<file path="config.mk">
export PLATFORM = sky130hd
export DESIGN_NAME = gray_ptr_sync
export DESIGN_NICKNAME = d
export VERILOG_FILES = /design/src/rtl/gray_ptr_sync.sv
export SDC_FILE = /design/constraint.sdc
export NUM_CORES = 1
export LEC_CHECK = 0
export CAP_MARGIN = 20
export CORE_MARGIN = 1
export CORE_UTILIZATION = 49
export CTS_BUF_LIST = sky130_fd_sc_hd__clkbuf_16
export CTS_CLUSTER_SIZE = 40
export DETAILED_ROUTE_END_ITERATION = 12
export PLACE_DENSITY = 0.82
export SYNTH_ARGS = -nofsm -noshare
export SYNTH_HDL_FRONTEND = slang
export SYNTH_SLANG_ARGS = --single-unit
</file>
<file path="constraint.sdc">
create_clock -name clk_i -period 6 [get_ports clk_i]
set_clock_uncertainty 0.2 [all_clocks]
set_input_delay 0.9 -clock clk_i [delete_from_list [all_inputs] [get_ports clk_i]]
set_output_delay 0.9 -clock clk_i [all_outputs]
set_load 0.005 [all_outputs]
</file>
<file path="src/rtl/gray_ptr_sync.sv">
// Gray-coded pointer engine for one side of an asynchronous FIFO.
// Keeps the local binary/Gray pointer pair, synchronises and decodes the
// remote Gray pointer, and produces a registered level plus full/empty flag.
//
// Parameters:
//   WIDTH         pointer width including wrap bit (depth = 2^(WIDTH-1)), 2..16
//   SYNC_STAGES   synchroniser depth on rmt_gray_i, 2..4
//   MODE          0 = write side (flag_o = full), 1 = read side (flag_o = empty)
//   ALMOST_THRESH almost threshold, present only with GRAY_PTR_ALMOST_EN
//
// Ports:
//   clk_i, rst_i   clock, asynchronous active-high reset
//   inc_i          advance local pointer request
//   ptr_bin_o      local binary pointer
//   ptr_gray_o     Gray code of ptr_bin_o, for the remote domain
//   addr_o         RAM address (pointer without wrap bit)
//   rmt_gray_i     remote Gray pointer, asynchronous to clk_i
//   rmt_bin_o      synchronised, decoded remote pointer
//   level_o        occupancy (MODE 0) or available entries (MODE 1)
//   flag_o         full (MODE 0) or empty (MODE 1)
//   err_o          one-cycle pulse when an increment is refused
//   almost_o       almost-full / almost-empty (only with GRAY_PTR_ALMOST_EN)
module gray_ptr_sync #(
  parameter int unsigned WIDTH       = 5,
  parameter int unsigned SYNC_STAGES = 2,
  parameter int unsigned MODE        = 0
`ifdef GRAY_PTR_ALMOST_EN
  , parameter int unsigned ALMOST_THRESH = 2
`endif
) (
  input  logic             clk_i,
  input  logic             rst_i,
  input  logic             inc_i,
  output logic [WIDTH-1:0] ptr_bin_o,
  output logic [WIDTH-1:0] ptr_gray_o,
  output logic [WIDTH-2:0] addr_o,
  input  logic [WIDTH-1:0] rmt_gray_i,
  output logic [WIDTH-1:0] rmt_bin_o,
  output logic [WIDTH-1:0] level_o,
  output logic             flag_o,
  output logic             err_o
`ifdef GRAY_PTR_ALMOST_EN
  , output logic           almost_o
`endif
);

  // Level value that means "full" on the write side (FIFO depth).
  localparam logic [WIDTH-1:0] HALF     = {1'b1, {(WIDTH-1){1'b0}}};
  // Read side starts empty, write side starts not-full.
  localparam logic             FLAG_RST = (MODE == 32'd1);

  logic [WIDTH-1:0] ptr_bin_q,  ptr_bin_d;
  logic [WIDTH-1:0] ptr_gray_q, ptr_gray_d;
  logic [WIDTH-1:0] rmt_bin_q,  rmt_bin_d;
  logic [WIDTH-1:0] level_q,    level_d;
  logic             flag_q,     flag_d;
  logic             err_q,      err_d;
  logic [WIDTH-1:0] sync_q [SYNC_STAGES];
  logic             accept;
`ifdef GRAY_PTR_ALMOST_EN
  logic             almost_q,   almost_d;
`endif

  // Next-state: pointer advance, remote decode, level and flags.
  always_comb begin
    accept     = inc_i & ~flag_q;
    ptr_bin_d  = ptr_bin_q + WIDTH'(accept);
    ptr_gray_d = ptr_bin_d ^ (ptr_bin_d >> 1);
    err_d      = inc_i & flag_q;

    // Gray decode: bit i is the XOR of Gray bits i..MSB.
    rmt_bin_d = '0;
    for (int unsigned i = 0; i < WIDTH; i++) begin
      rmt_bin_d[i] = ^(sync_q[SYNC_STAGES-1] >> i);
    end

    // Level uses the post-increment local pointer so flags are pessimistic.
    if (MODE == 32'd0) begin
      level_d = ptr_bin_d - rmt_bin_q;
      flag_d  = (level_d == HALF);
    end else begin
      level_d = rmt_bin_q - ptr_bin_d;
      flag_d  = (level_d == '0);
    end

`ifdef GRAY_PTR_ALMOST_EN
    if (MODE == 32'd0) begin
      almost_d = (level_d >= (HALF - WIDTH'(ALMOST_THRESH)));
    end else begin
      almost_d = (level_d <= WIDTH'(ALMOST_THRESH));
    end
`endif
  end

  // State registers and remote-pointer synchroniser.
  always_ff @(posedge clk_i or posedge rst_i) begin
    if (rst_i) begin
      ptr_bin_q  <= '0;
      ptr_gray_q <= '0;
      rmt_bin_q  <= '0;
      level_q    <= '0;
      flag_q     <= FLAG_RST;
      err_q      <= 1'b0;
      for (int unsigned i = 0; i < SYNC_STAGES; i++) begin
        sync_q[i] <= '0;
      end
`ifdef GRAY_PTR_ALMOST_EN
      almost_q   <= FLAG_RST;
`endif
    end else begin
      ptr_bin_q  <= ptr_bin_d;
      ptr_gray_q <= ptr_gray_d;
      rmt_bin_q  <= rmt_bin_d;
      level_q    <= level_d;
      flag_q     <= flag_d;
      err_q      <= err_d;
      sync_q[0]  <= rmt_gray_i;
      for (int unsigned i = 1; i < SYNC_STAGES; i++) begin
        sync_q[i] <= sync_q[i-1];
      end
`ifdef GRAY_PTR_ALMOST_EN
      almost_q   <= almost_d;
`endif
    end
  end

  assign ptr_bin_o  = ptr_bin_q;
  assign ptr_gray_o = ptr_gray_q;
  assign addr_o     = ptr_bin_q[WIDTH-2:0];
  assign rmt_bin_o  = rmt_bin_q;
  assign level_o    = level_q;
  assign flag_o     = flag_q;
  assign err_o      = err_q;
`ifdef GRAY_PTR_ALMOST_EN
  assign almost_o   = almost_q;
`endif

endmodule
</file>
Word-level counts from Yosys, hierarchy flattened --
Index checks and enable logic that the tools add are counted.
Operators by class: add/subtract/negate cells 2, eq/ne operators 1, bitwise logic cells 4, reduce and logical (&&, ||, !) cells 5
Operators with widths (count):
- parity 5 bit | 5
- adder 5 x 1 -> 5 bit | 1
- equality test 5 bit (second input constant) | 1
- subtractor 5 bit | 1
- bitwise XOR 5 x 4 -> 5 bit | 1
- bitwise AND 1 bit | 2
- NOT 1 bit | 1
Word-level totals: bits in registers 32, input bits 8, output and inout bits 26, logic and storage cells 20

Depth between registers and ports, before layout --
Gate-level depths: netlist of run 1.
depth in word-level cells 5, depth in mapped cells 10, mapped depth without buffers 10

Worst setup path before layout of run 1 --
OpenSTA, ideal clock, no wires.
path kind in2reg, start point input inc_i, end point register flag_q, in the netlist flag_o, library setup time 0.120 ns, arrival 2.460 ns, data required time 5.680 ns, path slack 3.220 ns, cell stages on the path 10, path buffers 0, path through nor2b_1 > ha_1 > nand3_1 > xor2_1 > inv_1 > ha_1 > a21oi_1 > nand2_1 > xnor3_1 > o211a_1
On the way: longest elaborated chain between the ends 4
Ends and longest elaborated chain:
- start, declared | RTL line 33 | input logic inc_i,
- bitwise AND 1 bit | RTL line 66 | accept = inc_i & ~flag_q;
- adder 5 x 1 -> 5 bit | RTL line 67 | ptr_bin_d = ptr_bin_q + WIDTH'(accept);
- net ptr_bin_d[3] | RTL line 52 | logic [WIDTH-1:0] ptr_bin_q, ptr_bin_d;
- subtractor 5 bit | RTL line 79 | level_d = ptr_bin_d - rmt_bin_q;
- net level_d[4] | RTL line 55 | logic [WIDTH-1:0] level_q, level_d;
- equality test 5 bit | RTL line 80 | flag_d = (level_d == HALF);
- net flag_d | RTL line 56 | logic flag_q, flag_d;
- end signal, assigned | RTL line 115 | flag_q <= flag_d;
- end, declared | RTL line 56
The timed path passes the listed nets, and every way through them passes these cells.

Worst setup path in the final report of run 1 --
Ends and elaborated chain as after synthesis.

==> reports/metrics.csv, run 1 <==
metric;value;unit
status;complete, no violations;
relSlewSlack;73.7;%
reg2reg_to;flag_o$_DFF_PP0_;
holdWs;158;ps
synthXorXnorAreaFrac;11.7;%
timing.final.max_slew_violations;0;
yosysTopAreaCell;dfrtp_1;
synthFlopType;dfrtp_1;
cp_cell_sequence;clkdlybuf4s50_1 > nor2b_1 > ha_1 > nand3_1 > xor2_1 > inv_1 > ha_1 > nand3_1 > nand2_1 > xnor3_1 > o211a_1;
startpoint_type;primary input;
core-area;2210;um2
syn_nets;94;
cts-root-buf;clkbuf_16;
rows;17;
finalWorstSetupSlack;2750;ps
synth_cell_types;20;
fp.dieH;50.6;um
final_util;74.7;%
path_buf_inv;2;
die_area;2560;um2
ios;34;
syn_area_per_cell;14.7;um2
first_global_vias;727;
cts_setup_buffers;0;
drc;0;
syn_inst;79;
hold_path.class;flip-flop to flip-flop;
period_share;54.2;%
fmax;307;MHz
clockPowerShare;23.7;%
cpMaxStageDelayCell;clkdlybuf4s50_1;
cts_hold_buf;0;
synth_area_leaders;dfrtp_1 (67%), xor2_1 (6.8%), ha_1 (6.5%), buf_4 (3.2%), inv_1 (2.9%);
clk_path_buf_depth;2;
seq_area_frac_synth;67.0;%
cp-end-kind;flip-flop;
cts_resized;0;
slowest_delay;480;ps
synth_edf_count;0;
grt_usage;18.0;%
cap_violations;0;
place_ws;2520;ps
diodes;0;
setup_viol;0;
rsz0062_at_grt;false;
antenna_left;0;
cts_tree;done;
dp_hpwl;1320;um
synth_top_area_share;67.0;%
viasPerCell;4.73;
hold_depth;0;
worst_ep_required_time;5960;ps
met3_length;108;um
crit_fanout;4;
synth-compound-area-share;2.38;%
ys_seq_elements;31;
internal-power;0.662;mW
routed.top_layer;met4;
finalSetupTns;0;ps
synth_mux_area_share;0;%
r2r_slack;3480;ps
yosys_warnings;0;
synth-simple-area-share;4.64;%
drtIter0Drc;3;
initial_utilization;52.4;%
grt_max_degree;32;
finalHoldViolCount;0;
powerDensity;575;nW/um2
path_clk_slew;50;ps
ir_worst_vdd;0.000404;V
p_sw;0.287;mW
period_minus_slack;3250;ps
switching_share;30.3;%
htreeDepth;2;
synth_top_family_by_area;XOR/XNOR gates;
clock-sinks;31;
min_to;sync_q[3]$_DFF_PP0_;
wl_met1;714;um
antenna_found_initial;0;
synthMostInstantiatedCell;dfrtp_1;
area_growth;42.5;%
synthArstFlopShare;100;%
clock_latency;270;ps
io_buffers;33;
via_count;681;
dr_wl_met2;979;um
min-delay-start;sync_q[8]$_DFF_PP0_;
totalWireLength;1860;um
gp_congestion;0.685;
crit_family;XOR/XNOR gates;
syn_area;1160;um2
dr.pass1.iters;4;
rr_startpoint;flag_o$_DFF_PP0_;
grt_pass1_wl;3080;um
crit_type;primary input to flip-flop;
post_route_cells_drive_above_1_share;6.90;%
seqPwrFrac;33.0;%
synthTopCellsByCount;dfrtp_1 (31), inv_1 (9), xor2_1 (9);
worstMarginPinSlew;393;ps
num-nets-final;130;
synth_fa_ha_area_share;8.21;%
die_w;50.6;um
p_total;0.949;mW
p_leak;0.786;nW
share_comb_of_total_power;43.3;%
post_drt_wl_per_cell;12.9;um
r2r_cells;10;
cts-buffers-inserted;5;
arrival;3210;ps
grt_overflow_total;0;
-- layer usage --
| metal | up-vias | track usage [%] |
|---|---|---|
| met2 | 30 | 29.8 |
| met1 | 330 | 18.1 |
| met3 | 7 | 9.09 |
| met4 | 0 | 10.2 |
| met5 | - | 0 |
| li1 | 314 | - |
-- state kept, by name, indices dropped and copies added, names as in the netlist --
signal	flops
ptr_gray_o	4
ptr_bin_o	5
rmt_bin_o	5
flag_o	1
level_o	5
sync_q	10
err_o	1
-- worst max path at each step --
stage	startpoint	to	cells after the start
CTS	inc_i	flag_o$_DFF_PP0_	11
global route	inc_i	flag_o$_DFF_PP0_	11
detailed placement	inc_i	flag_o$_DFF_PP0_	11
floorplan	inc_i	flag_o$_DFF_PP0_	10
global placement	inc_i	flag_o$_DFF_PP0_	11
finish	inc_i	flag_o$_DFF_PP0_	11
-- layout by cell type, fill, tap and decap left out --
cell | netlist | routed
a21boi_0 | 1 | 1
a21oi_1 | 1 | 1
and2_1 | 1 | 1
buf_16 | 0 | 1
clkbuf_16 | 0 | 5
clkdlybuf4s50_1 | 0 | 33
clkinv_2 | 0 | 1
dfrtp_1 | 31 | 31
fa_1 | 1 | 1
ha_1 | 6 | 6
inv_1 | 9 | 11
nand2_1 | 1 | 1
nand3_1 | 3 | 3
nor2_1 | 1 | 1
nor2b_1 | 2 | 2
nor3_1 | 1 | 1
nor3b_1 | 1 | 1
o211a_1 | 1 | 1
o21ai_0 | 1 | 1
xnor2_1 | 2 | 2
xnor2_2 | 1 | 1
xnor3_1 | 1 | 1
xor2_1 | 9 | 9
-- power groups by stage --
stage | Sequential, mW | Combinational [mW] | Clock, mW
2_1_floorplan | 0.320 | 0.225 | 0
6_report | 0.313 | 0.411 | 0.225
5_1_grt | 0.320 | 0.455 | 0.242
3_5_place_dp | 0.316 | 0.408 | 0
3_3_place_gp | 0.313 | 0.393 | 0
4_1_cts | 0.314 | 0.415 | 0.230
-- area by class of cell --
cell class                      count  area (um2)
Sequential cell                    31         776
Tap cell                           28        35.0
Clock inverter                      3        12.5
Timing Repair Buffer               34         358
Inverter                            9        33.8
Fill cell                         152         561
Multi-Input combinational cell     34         312
Clock buffer                        5         125
-- cell families after synthesis --
kind of cell / after synthesis
AND/OR/NAND/NOR: 10
XOR/XNOR: 13
AO/OA/AOI/OAI: 4
flip-flops: 31
buffers and inverters: 14
adder cells (fa/ha/maj): 7
-- stage by stage --
step | instances | instance area [um2]
after global placement | 135 | 1490
final | 144 | 1650
after floorplan | 79 | 1160
after detailed placement | 135 | 1490
after CTS | 143 | 1620
after global routing | 144 | 1650
Power figures use the tool's default switching activity.
==> run 2, diff against run 1 <==
CORE_UTILIZATION = 45   (was 49)
PLACE_DENSITY = 0.77   (was 0.82)
clock period = 3.2 ns   (was 6 ns; I/O delays follow)
==> run 2 against run 1 <==
Critical path depth unchanged. Register-to-register slack worse by 2800 ps. Cell count up 2.1%. Non-clock buffer count up 1. First-iteration DRC count rose to 3.0 times the previous value. Clock-buffer cell count unchanged. Flip-flop and latch count unchanged. Highest routed layer unchanged. Sequential power up 88%. Combinational power up 91%.
==> reports/metrics.csv, run 2 (same netlist as run 1, synthesis figures left out) <==
metric;value;unit;change
die_area;2780;um2;was 2560 um2
cts-root-buf;clkbuf_16;;unchanged
post_route_cells_drive_above_1_share;6.84;%;was 6.90%
cp-end-kind;flip-flop;;unchanged
grt_usage;17.3;%;was 18.0%
worst_ep_required_time;3160;ps;was 5960 ps
crit_end;flag_o$_DFF_PP0_;;unchanged
rsz0062_at_grt;false;;unchanged
powerDensity;1090;nW/um2;was 575 nW/um2
antenna_left;0;;unchanged
htreeDepth;2;;unchanged
finalHoldViolCount;0;;unchanged
grt_pass1_wl;3110;um;was 3080 um
dr.pass1.iters;4;;unchanged
setup_viol;0;;unchanged
viasPerCell;4.63;;was 4.73
ios;34;;unchanged
antenna_found_initial;0;;unchanged
post_drt_wl_per_cell;12.6;um;was 12.9 um
worstMarginPinSlew;372;ps;was 393 ps
drtIter0Drc;9;;was 3
gp_congestion;0.717;;was 0.685
ir_worst_vdd;0.000594;V;was 0.000404 V
rr_startpoint;flag_o$_DFF_PP0_;;unchanged
grt_overflow_total;0;;unchanged
initial_utilization;47.2;%;was 52.4%
cts_tree;done;;unchanged
fp.dieH;52.7;um;was 50.6 um
final_common_cell;clkdlybuf4s50_1;;unchanged
io_buffers;33;;unchanged
mostFrequentLayoutCells;clkdlybuf4s50_1 (33), dfrtp_1 (31), inv_1 (10);;was clkdlybuf4s50_1 (33), dfrtp_1 (31), inv_1 (11)
p_leak;0.777;nW;was 0.786 nW
fmax;356;MHz;
arrival;2770;ps;was 3210 ps
crit_path_start;inc_i;;unchanged
reg2reg_to;flag_o$_DFF_PP0_;;unchanged
diodes;0;;unchanged
nFillCells;187;;was 152
cts_setup_buffers;0;;unchanged
instances_no_fill;147;;was 144
timing.final.max_slew_violations;0;;unchanged
period_minus_slack;2810;ps;
clock_latency;270;ps;about the same
status;complete, no violations;;unchanged
area_growth;41.6;%;was 42.5%
dp_hpwl;1310;um;was 1320 um
crit_type;primary input to flip-flop;;unchanged
grt_max_degree;32;;unchanged
r2r_slack;680;ps;was 3480 ps
largest-register;sync_q;;unchanged
cap_violations;0;;unchanged
clk_path_buf_depth;2;;unchanged
rows;18;;was 17
path_clk_slew;50;ps;about the same
first_global_vias;711;;was 727
cts_resized;0;;unchanged
crit_fanout;4;;unchanged
relSlewSlack;75.2;%;was 73.7%
hold_path.class;flip-flop to flip-flop;;unchanged
place_inst;139;;was 135
finalSetupTns;0;ps;unchanged
period_share;87.8;%;
startpoint_type;primary input;;unchanged
clock-sinks;31;;unchanged
drc;0;;unchanged
largest_register_ffs;10;;unchanged
num-nets-final;131;;was 130
core-area;2450;um2;was 2210 um2
cts-buffers-inserted;5;;unchanged
r2r_cells;10;;unchanged
cts_hold_buf;0;;unchanged
via_count;680;;was 681
die_w;52.7;um;was 50.6 um
totalWireLength;1850;um;was 1860 um
[run 2: per-stage QoR]
| step | cell area [um2] | setup WS, ps | utilization, % | hold WS (ps) | total power [mW] |
|---|---|---|---|---|---|
| floorplan | 1160 | 840 | - | 131 | 1.02 |
| finish | 1640 | 390 | 66.8 | 145 | 1.79 |
| global placement | 1500 | 300 | 61.3 | 134 | 1.34 |
| detailed placement | 1500 | 149 | 61.3 | 137 | 1.37 |
| CTS | 1640 | 364 | 66.8 | 147 | 1.83 |
| global route | 1640 | 151 | 66.8 | 150 | 1.93 |
[run 2: critical path: stages]
cell and delay (ps):
clkdlybuf4s50_1 470, nor2b_1 140, ha_1 190, nand3_1 110, xor2_1 330, inv_1 130
ha_1 340, a21oi_1 170, nand2_1 70, xnor3_1 190, o211a_1 140
[run 2: worst min path at each step]
stage	startpoint	end	slack [ps]	cells past startpoint
6_report	sync_q[8]$_DFF_PP0_	sync_q[3]$_DFF_PP0_	140	0
5_1_grt	sync_q[8]$_DFF_PP0_	sync_q[3]$_DFF_PP0_	150	0
4_1_cts	sync_q[8]$_DFF_PP0_	sync_q[3]$_DFF_PP0_	150	0
3_5_place_dp	sync_q[8]$_DFF_PP0_	sync_q[3]$_DFF_PP0_	140	0
3_3_place_gp	sync_q[9]$_DFF_PP0_	sync_q[4]$_DFF_PP0_	130	0
2_1_floorplan	sync_q[5]$_DFF_PP0_	sync_q[0]$_DFF_PP0_	130	0
[run 2: area by class of cell]
cell class	instances	area, um2	area share, %
Timing Repair Buffer	35	345	21.1
Sequential cell	31	776	47.3
Tap cell	30	37.5	2.29
Clock inverter	3	11.3	0.687
Inverter	9	33.8	2.06
Clock buffer	5	125	7.63
Multi-Input combinational cell	34	312	19.0
[run 2: report_power, final]
part	switching [mW]	total, mW	leakage [nW]	internal [mW]
sequential	0.0663	0.588	0.366	0.522
clock	0.143	0.421	0.0701	0.278
combinational	0.331	0.784	0.341	0.453
total	0.540	1.79	0.777	1.25
[run 2: per-layer routing]
layer | vias up | GRT usage [%] | wire, um
met2 | 32 | 28.7 | 996
met4 | 0 | 7.89 | 36
met1 | 326 | 18.0 | 687
met5 | - | 0 | 0
li1 | 319 | - | -
met3 | 3 | 8.70 | 132
==> run 3, diff against run 2 <==
ABC_AREA = 1   (was default)
CORE_UTILIZATION = 46   (was 45)
CTS_CLUSTER_SIZE = 25   (was 40)
==> run 3 against run 2 <==
Global-route usage up 0.64 points. Combinational power up 5.5%. Sequential share of layout area down 2.1 points. Sequential power is 1% higher. Critical path type unchanged. Critical endpoint unchanged.
==> reports/metrics.csv, run 3 <==
metric;value;unit;change
syn_nets;117;;was 94
drc;0;;unchanged
antenna_found_initial;0;;unchanged
yosysTopAreaCell;dfrtp_1;;unchanged
rows;18;;unchanged
p_leak;0.826;nW;was 0.777 nW
grt_pass1_wl;3240;um;was 3110 um
synthArstFlopShare;100;%;unchanged
antenna_left;0;;unchanged
cap_violations;0;;unchanged
crit_type;primary input to flip-flop;;unchanged
crit_fanout;4;;unchanged
grt_usage;17.9;%;was 17.3%
core-area;2520;um2;was 2450 um2
die_area;2920;um2;was 2780 um2
finalSetupTns;0;ps;unchanged
totalWireLength;2050;um;was 1850 um
worstMarginPinSlew;369;ps;was 372 ps
startpoint_type;primary input;;unchanged
yosys_warnings;0;;unchanged
mostFrequentLayoutCells;clkdlybuf4s50_1 (33), dfrtp_1 (31), inv_1 (16);;was clkdlybuf4s50_1 (33), dfrtp_1 (31), inv_1 (10)
relSlewSlack;75.4;%;was 75.2%
initial_utilization;49.4;%;was 47.2%
final_common_cell;clkdlybuf4s50_1;;unchanged
cts_setup_buffers;0;;unchanged
drtIter0Drc;5;;was 9
synth_cell_types;17;;was 20
cts-buffers-inserted;5;;unchanged
cts_resized;0;;unchanged
cp_cell_sequence;clkdlybuf4s50_1 > inv_1 > nor2_1 > ha_1 > ha_1 > xnor2_1 > inv_1 > ha_1 > xor2_1 > nor3_1 > nand3_1 > nor2_2;;was clkdlybuf4s50_1 > nor2b_1 > ha_1 > nand3_1 > xor2_1 > inv_1 > ha_1 > a21oi_1 > nand2_1 > xnor3_1 > o211a_1
ir_worst_vdd;0.000668;V;was 0.000594 V
path_buf_inv;3;;was 2
clk_path_buf_depth;2;;unchanged
num-nets-final;153;;was 131
post_drt_wl_per_cell;12.2;um;was 12.6 um
powerDensity;1070;nW/um2;was 1090 nW/um2
ys_seq_elements;31;;unchanged
cpMaxStageDelayCell;clkdlybuf4s50_1;;unchanged
status;complete, no violations;;unchanged
cts_hold_buf;0;;unchanged
hold_path.class;flip-flop to flip-flop;;unchanged
syn_inst;102;;was 79
synth_edf_count;0;;unchanged
cts_tree;done;;unchanged
synthTopCellsByCount;dfrtp_1 (31), inv_1 (16), nand3_1 (9);;was dfrtp_1 (31), inv_1 (9), xor2_1 (9)
multi_input_area;372;um2;was 312 um2
place_inst;161;;was 139
synthFlopType;dfrtp_1;;unchanged
rsz0062_at_grt;false;;unchanged
arrival;2740;ps;was 2770 ps
path_clk_slew;50;ps;about the same
first_global_vias;793;;was 711
setup_viol;0;;unchanged
die_w;54.0;um;was 52.7 um
fp.dieH;54.0;um;was 52.7 um
synthMostInstantiatedCell;dfrtp_1;;unchanged
dp_hpwl;1580;um;was 1310 um
finalHoldViolCount;0;;unchanged
viasPerCell;4.88;;was 4.63
nFillCells;180;;was 187
worst_ep_required_time;3200;ps;was 3160 ps
io_buffers;33;;unchanged
cp-end-kind;flip-flop;;unchanged
fmax;365;MHz;was 356 MHz
gp_congestion;0.732;;was 0.717
dr.pass1.iters;2;;was 4
slowest_delay;480;ps;was 470 ps
regArea;776;um2;unchanged
instances_no_fill;168;;was 147
syn_area;1240;um2;was 1160 um2
period_minus_slack;2740;ps;was 2810 ps
ios;34;;unchanged
via_count;819;;was 680
largest_register_ffs;10;;unchanged
grt_overflow_total;0;;unchanged
syn_area_per_cell;12.2;um2;was 14.7 um2
clock_latency;270;ps;about the same
cts-root-buf;clkbuf_16;;unchanged
synth_top_area_share;62.3;%;was 67.0%
clock-sinks;31;;unchanged
diodes;0;;unchanged
htreeDepth;2;;unchanged
timing.final.max_slew_violations;0;;unchanged
post_route_cells_drive_above_1_share;9.42;%;was 6.84%
grt_max_degree;32;;unchanged
period_share;85.5;%;was 87.8%
seq_area_frac_synth;62.3;%;was 67.0%
synth_area_leaders;dfrtp_1 (62%), ha_1 (6.0%), xnor2_1 (4.9%), inv_1 (4.8%), xor2_1 (4.2%);;was dfrtp_1 (67%), xor2_1 (6.8%), ha_1 (6.5%), buf_4 (3.2%), inv_1 (2.9%)
area_growth;37.9;%;was 41.6%
largest-register;sync_q;;unchanged
crit_family;adder cells;;was buffers and inverters
crit_top_cell;ha_1;;unchanged
run 3: cell types whose count changed after synthesis, moves of 2 or more:
cell / change
nand2_2: +2
nor2_1: +3
xnor2_1: +5
inv_1: +7
nor2b_1: -2
nand3_1: +6
nand2_1: +7
xor2_1: -3
run 3: worst paths after layout:
check,cells after the start,slack (ps),to,start
worst max-delay path,12,460,flag_o$_DFF_PP0_,inc_i
worst min-delay path,0,150,sync_q[0]$_DFF_PP0_,sync_q[5]$_DFF_PP0_
worst max register to register,10,780,flag_o$_DFF_PP0_,flag_o$_DFF_PP0_
worst min register to register,0,150,sync_q[0]$_DFF_PP0_,sync_q[5]$_DFF_PP0_
max in group asynchronous,3,2150,level_o[0]$_DFF_PP0_,rst_i
min in group asynchronous,3,370,sync_q[8]$_DFF_PP0_,rst_i
run 3: logic make-up (layout without fill, tap and decap cells):
family	count (synthesis)	in the layout	synth area share, %
AO/OA/AOI/OAI	2	2	0.804
XOR/XNOR	14	14	10.5
adder cells (fa/ha/maj)	7	7	7.64
buffers and inverters	21	57	7.84
flip-flops	31	31	62.3
AND/OR/NAND/NOR	27	27	11.0
run 3: final cells by class:
cell class,instances,area share (%)
Clock buffer,5,7.29
Clock inverter,2,0.510
Inverter,16,3.50
Multi-Input combinational cell,50,21.6
Sequential cell,31,45.2
Tap cell,30,2.19
Timing Repair Buffer,34,19.7
run 3: report_power, final:
group          internal [mW]  switching, mW
Sequential             0.522         0.0744
Combinational          0.445          0.383
Clock                  0.277          0.143
run 3: layer usage:
layer  up-vias  track usage (%)  wire length [um]
li1        380                -                 -
met1       405             14.6               703
met2        29             32.1              1160
met3         5             10.5               138
met4         0             11.1                50
met5         -                0                 0
run 3: per-stage QoR:
stage,power [mW],utilization (%),area (um2),hold slack (ps),setup slack [ps]
final,1.84,68.1,1720,147,463
after global routing,1.99,68.1,1720,156,335
after CTS,1.87,68.1,1720,150,450
after detailed placement,1.44,62.7,1580,140,179
after global placement,1.39,62.7,1580,135,303
after floorplan,1.08,-,1240,131,849
run 3: worst reg2reg max path, cell delays in order (launching register included):
cell and delay (ps):
dfrtp_1 400, nor2_1 130, ha_1 210, ha_1 230, xnor2_1 180, inv_1 120
ha_1 340, xor2_1 190, nor3_1 130, nand3_1 100, nor2_2 110
==> variant: new RTL, settings of run 2 <==
The parameter `WIDTH` goes from 5 to 4.
--- a/src/rtl/gray_ptr_sync.sv
+++ b/src/rtl/gray_ptr_sync.sv
@@ -21,7 +21,7 @@
 //   err_o          one-cycle pulse when an increment is refused
 //   almost_o       almost-full / almost-empty (only with GRAY_PTR_ALMOST_EN)
 module gray_ptr_sync #(
-  parameter int unsigned WIDTH       = 5,
+  parameter int unsigned WIDTH       = 4,
   parameter int unsigned SYNC_STAGES = 2,
   parameter int unsigned MODE        = 0
 `ifdef GRAY_PTR_ALMOST_EN
Interface: changed (6 resized); port bits go from 34 to 28. The function was not compared with the original's and may differ.
==> variant against run 2 <==
  * Final area is 21% lower
  * Count of clock-buffer cells in the layout is 2 lower
  * Synthesized area is 19% lower
  * Routed wire length fell by 24%
  * Synthesized cell count decreased by 25%
  * Sequential power decreased by 22%
  * First-iteration DRC count shrank 78%
  * Total power fell by 24%
  * Die area decreased by 19%
  * Sequential cell count is 6 lower
  * Worst setup slack improved by 0.080 ns
  * Critical endpoint unchanged
==> variant: results <==
group,metric,value,unit
status,outcome,"finished clean",
pwr,p_leak,0.605,nW
yosys,synth_top_area_share,66.8,%
finish,largest_reg_flops,8,
yosys,ys_types,16,
grt,globalRouteTotalUtil,14.0,%
timing,worstMarginPinSlew,0.880,ns
grt,grt_first_pass_wirelength,1.98,mm
place,io_buffers,27,
critical_path,worstPathMaxFanout,3,
place,placed_area,0.00122,sq mm
clock_network,cts.htree.levels,1,
drt,first_iter_violations,2,
critical_path,rr_worst_depth,9,
yosys,syn_nets,72,
yosys,synthTopCellsByArea,"dfrtp_1 (67%), ha_1 (6.7%), xor2_1 (5.6%)",
place,gp_routability_congestion,0.683,
min_path,holdPathEnd,"sync_q[1]",
critical_path,worstPathArrival,2.69,ns
finish,fillers,162,
drt,routed-via-count,510,
pwr,pwr-share-seq,34.1,%
yosys,synth_commonest_cells,"dfrtp_1 (25), inv_1 (7), xor2_1 (6)",
finish,drive_above_1_share,9.20,%
yosys,yosysSeqAreaShare,66.8,%
place,dp_hpwl,1.07,mm
critical_path,r2r_setup_slack,0.78,ns
pwr,p_int,0.944,mW
pwr,peakVddDrop,0.000441,V
pwr,p_comb,0.621,mW
pwr,p_switching,0.410,mW
drt,wirelength,1.41,mm
clock_network,numCtsBuffers,3,
finish,nets,101,
grt,grt_pass1_vias,472,
-- variant: cell count changes after synthesis, sizes merged, moves of 2 or more --
cell / run 2 / this run
nand3: 3 / 1
dfrtp: 31 / 25
inv: 9 / 7
xor2: 9 / 6
-- variant: cells by family (layout without fill, tap and decap cells) --
group / after synthesis / after routing / synth area share, %
simple gates: 6 / 6 / 6.15
flops: 25 / 25 / 66.8
fa+ha+maj: 6 / 6 / 8.82
buf+inv: 11 / 39 / 6.02
xor+xnor: 10 / 10 / 11.6
compound gates: 1 / 1 / 0.534
-- variant: layout make-up --
type / count / area (sq um) / share of cell area [%]
Tap cell: 27 / 33.8 / 2.60
Clock inverter: 1 / 7.51 / 0.577
Clock buffer: 3 / 75.1 / 5.77
Inverter: 7 / 26.3 / 2.02
Timing Repair Buffer: 28 / 278 / 21.4
Multi-Input combinational cell: 23 / 254 / 19.5
Sequential cell: 25 / 626 / 48.1
-- variant: metal layers --
layer  routed length, microns  vias up  GRT usage [%]
met5                        0        -              0
met2                      803       21           26.3
met3                       64        5           3.40
li1                         -      237              -
met4                       39        0           10.0
met1                      498      247           12.8
-- variant: critical path, delay by kind of cell --
kind / cells / cell delay [ns]
adder cells (fa/ha/maj): 3 / 0.72
XOR/XNOR: 2 / 0.45
AND/OR/NAND/NOR: 3 / 0.41
AO/OA/AOI/OAI: 1 / 0.16
buffers and inverters: 1 / 0.47
-- variant: per-stage QoR --
| step | hold slack (ns) | cells | setup slack (ns) | utilization [%] |
|---|---|---|---|---|
| global placement | 0.132 | 110 | 0.339 | 62.1 |
| finish | 0.152 | 114 | 0.470 | 66.3 |
| detailed placement | 0.140 | 110 | 0.242 | 62.1 |
| floorplan | 0.131 | 59 | 0.754 | - |
| CTS | 0.155 | 114 | 0.438 | 66.3 |
| global route | 0.155 | 114 | 0.359 | 66.3 |
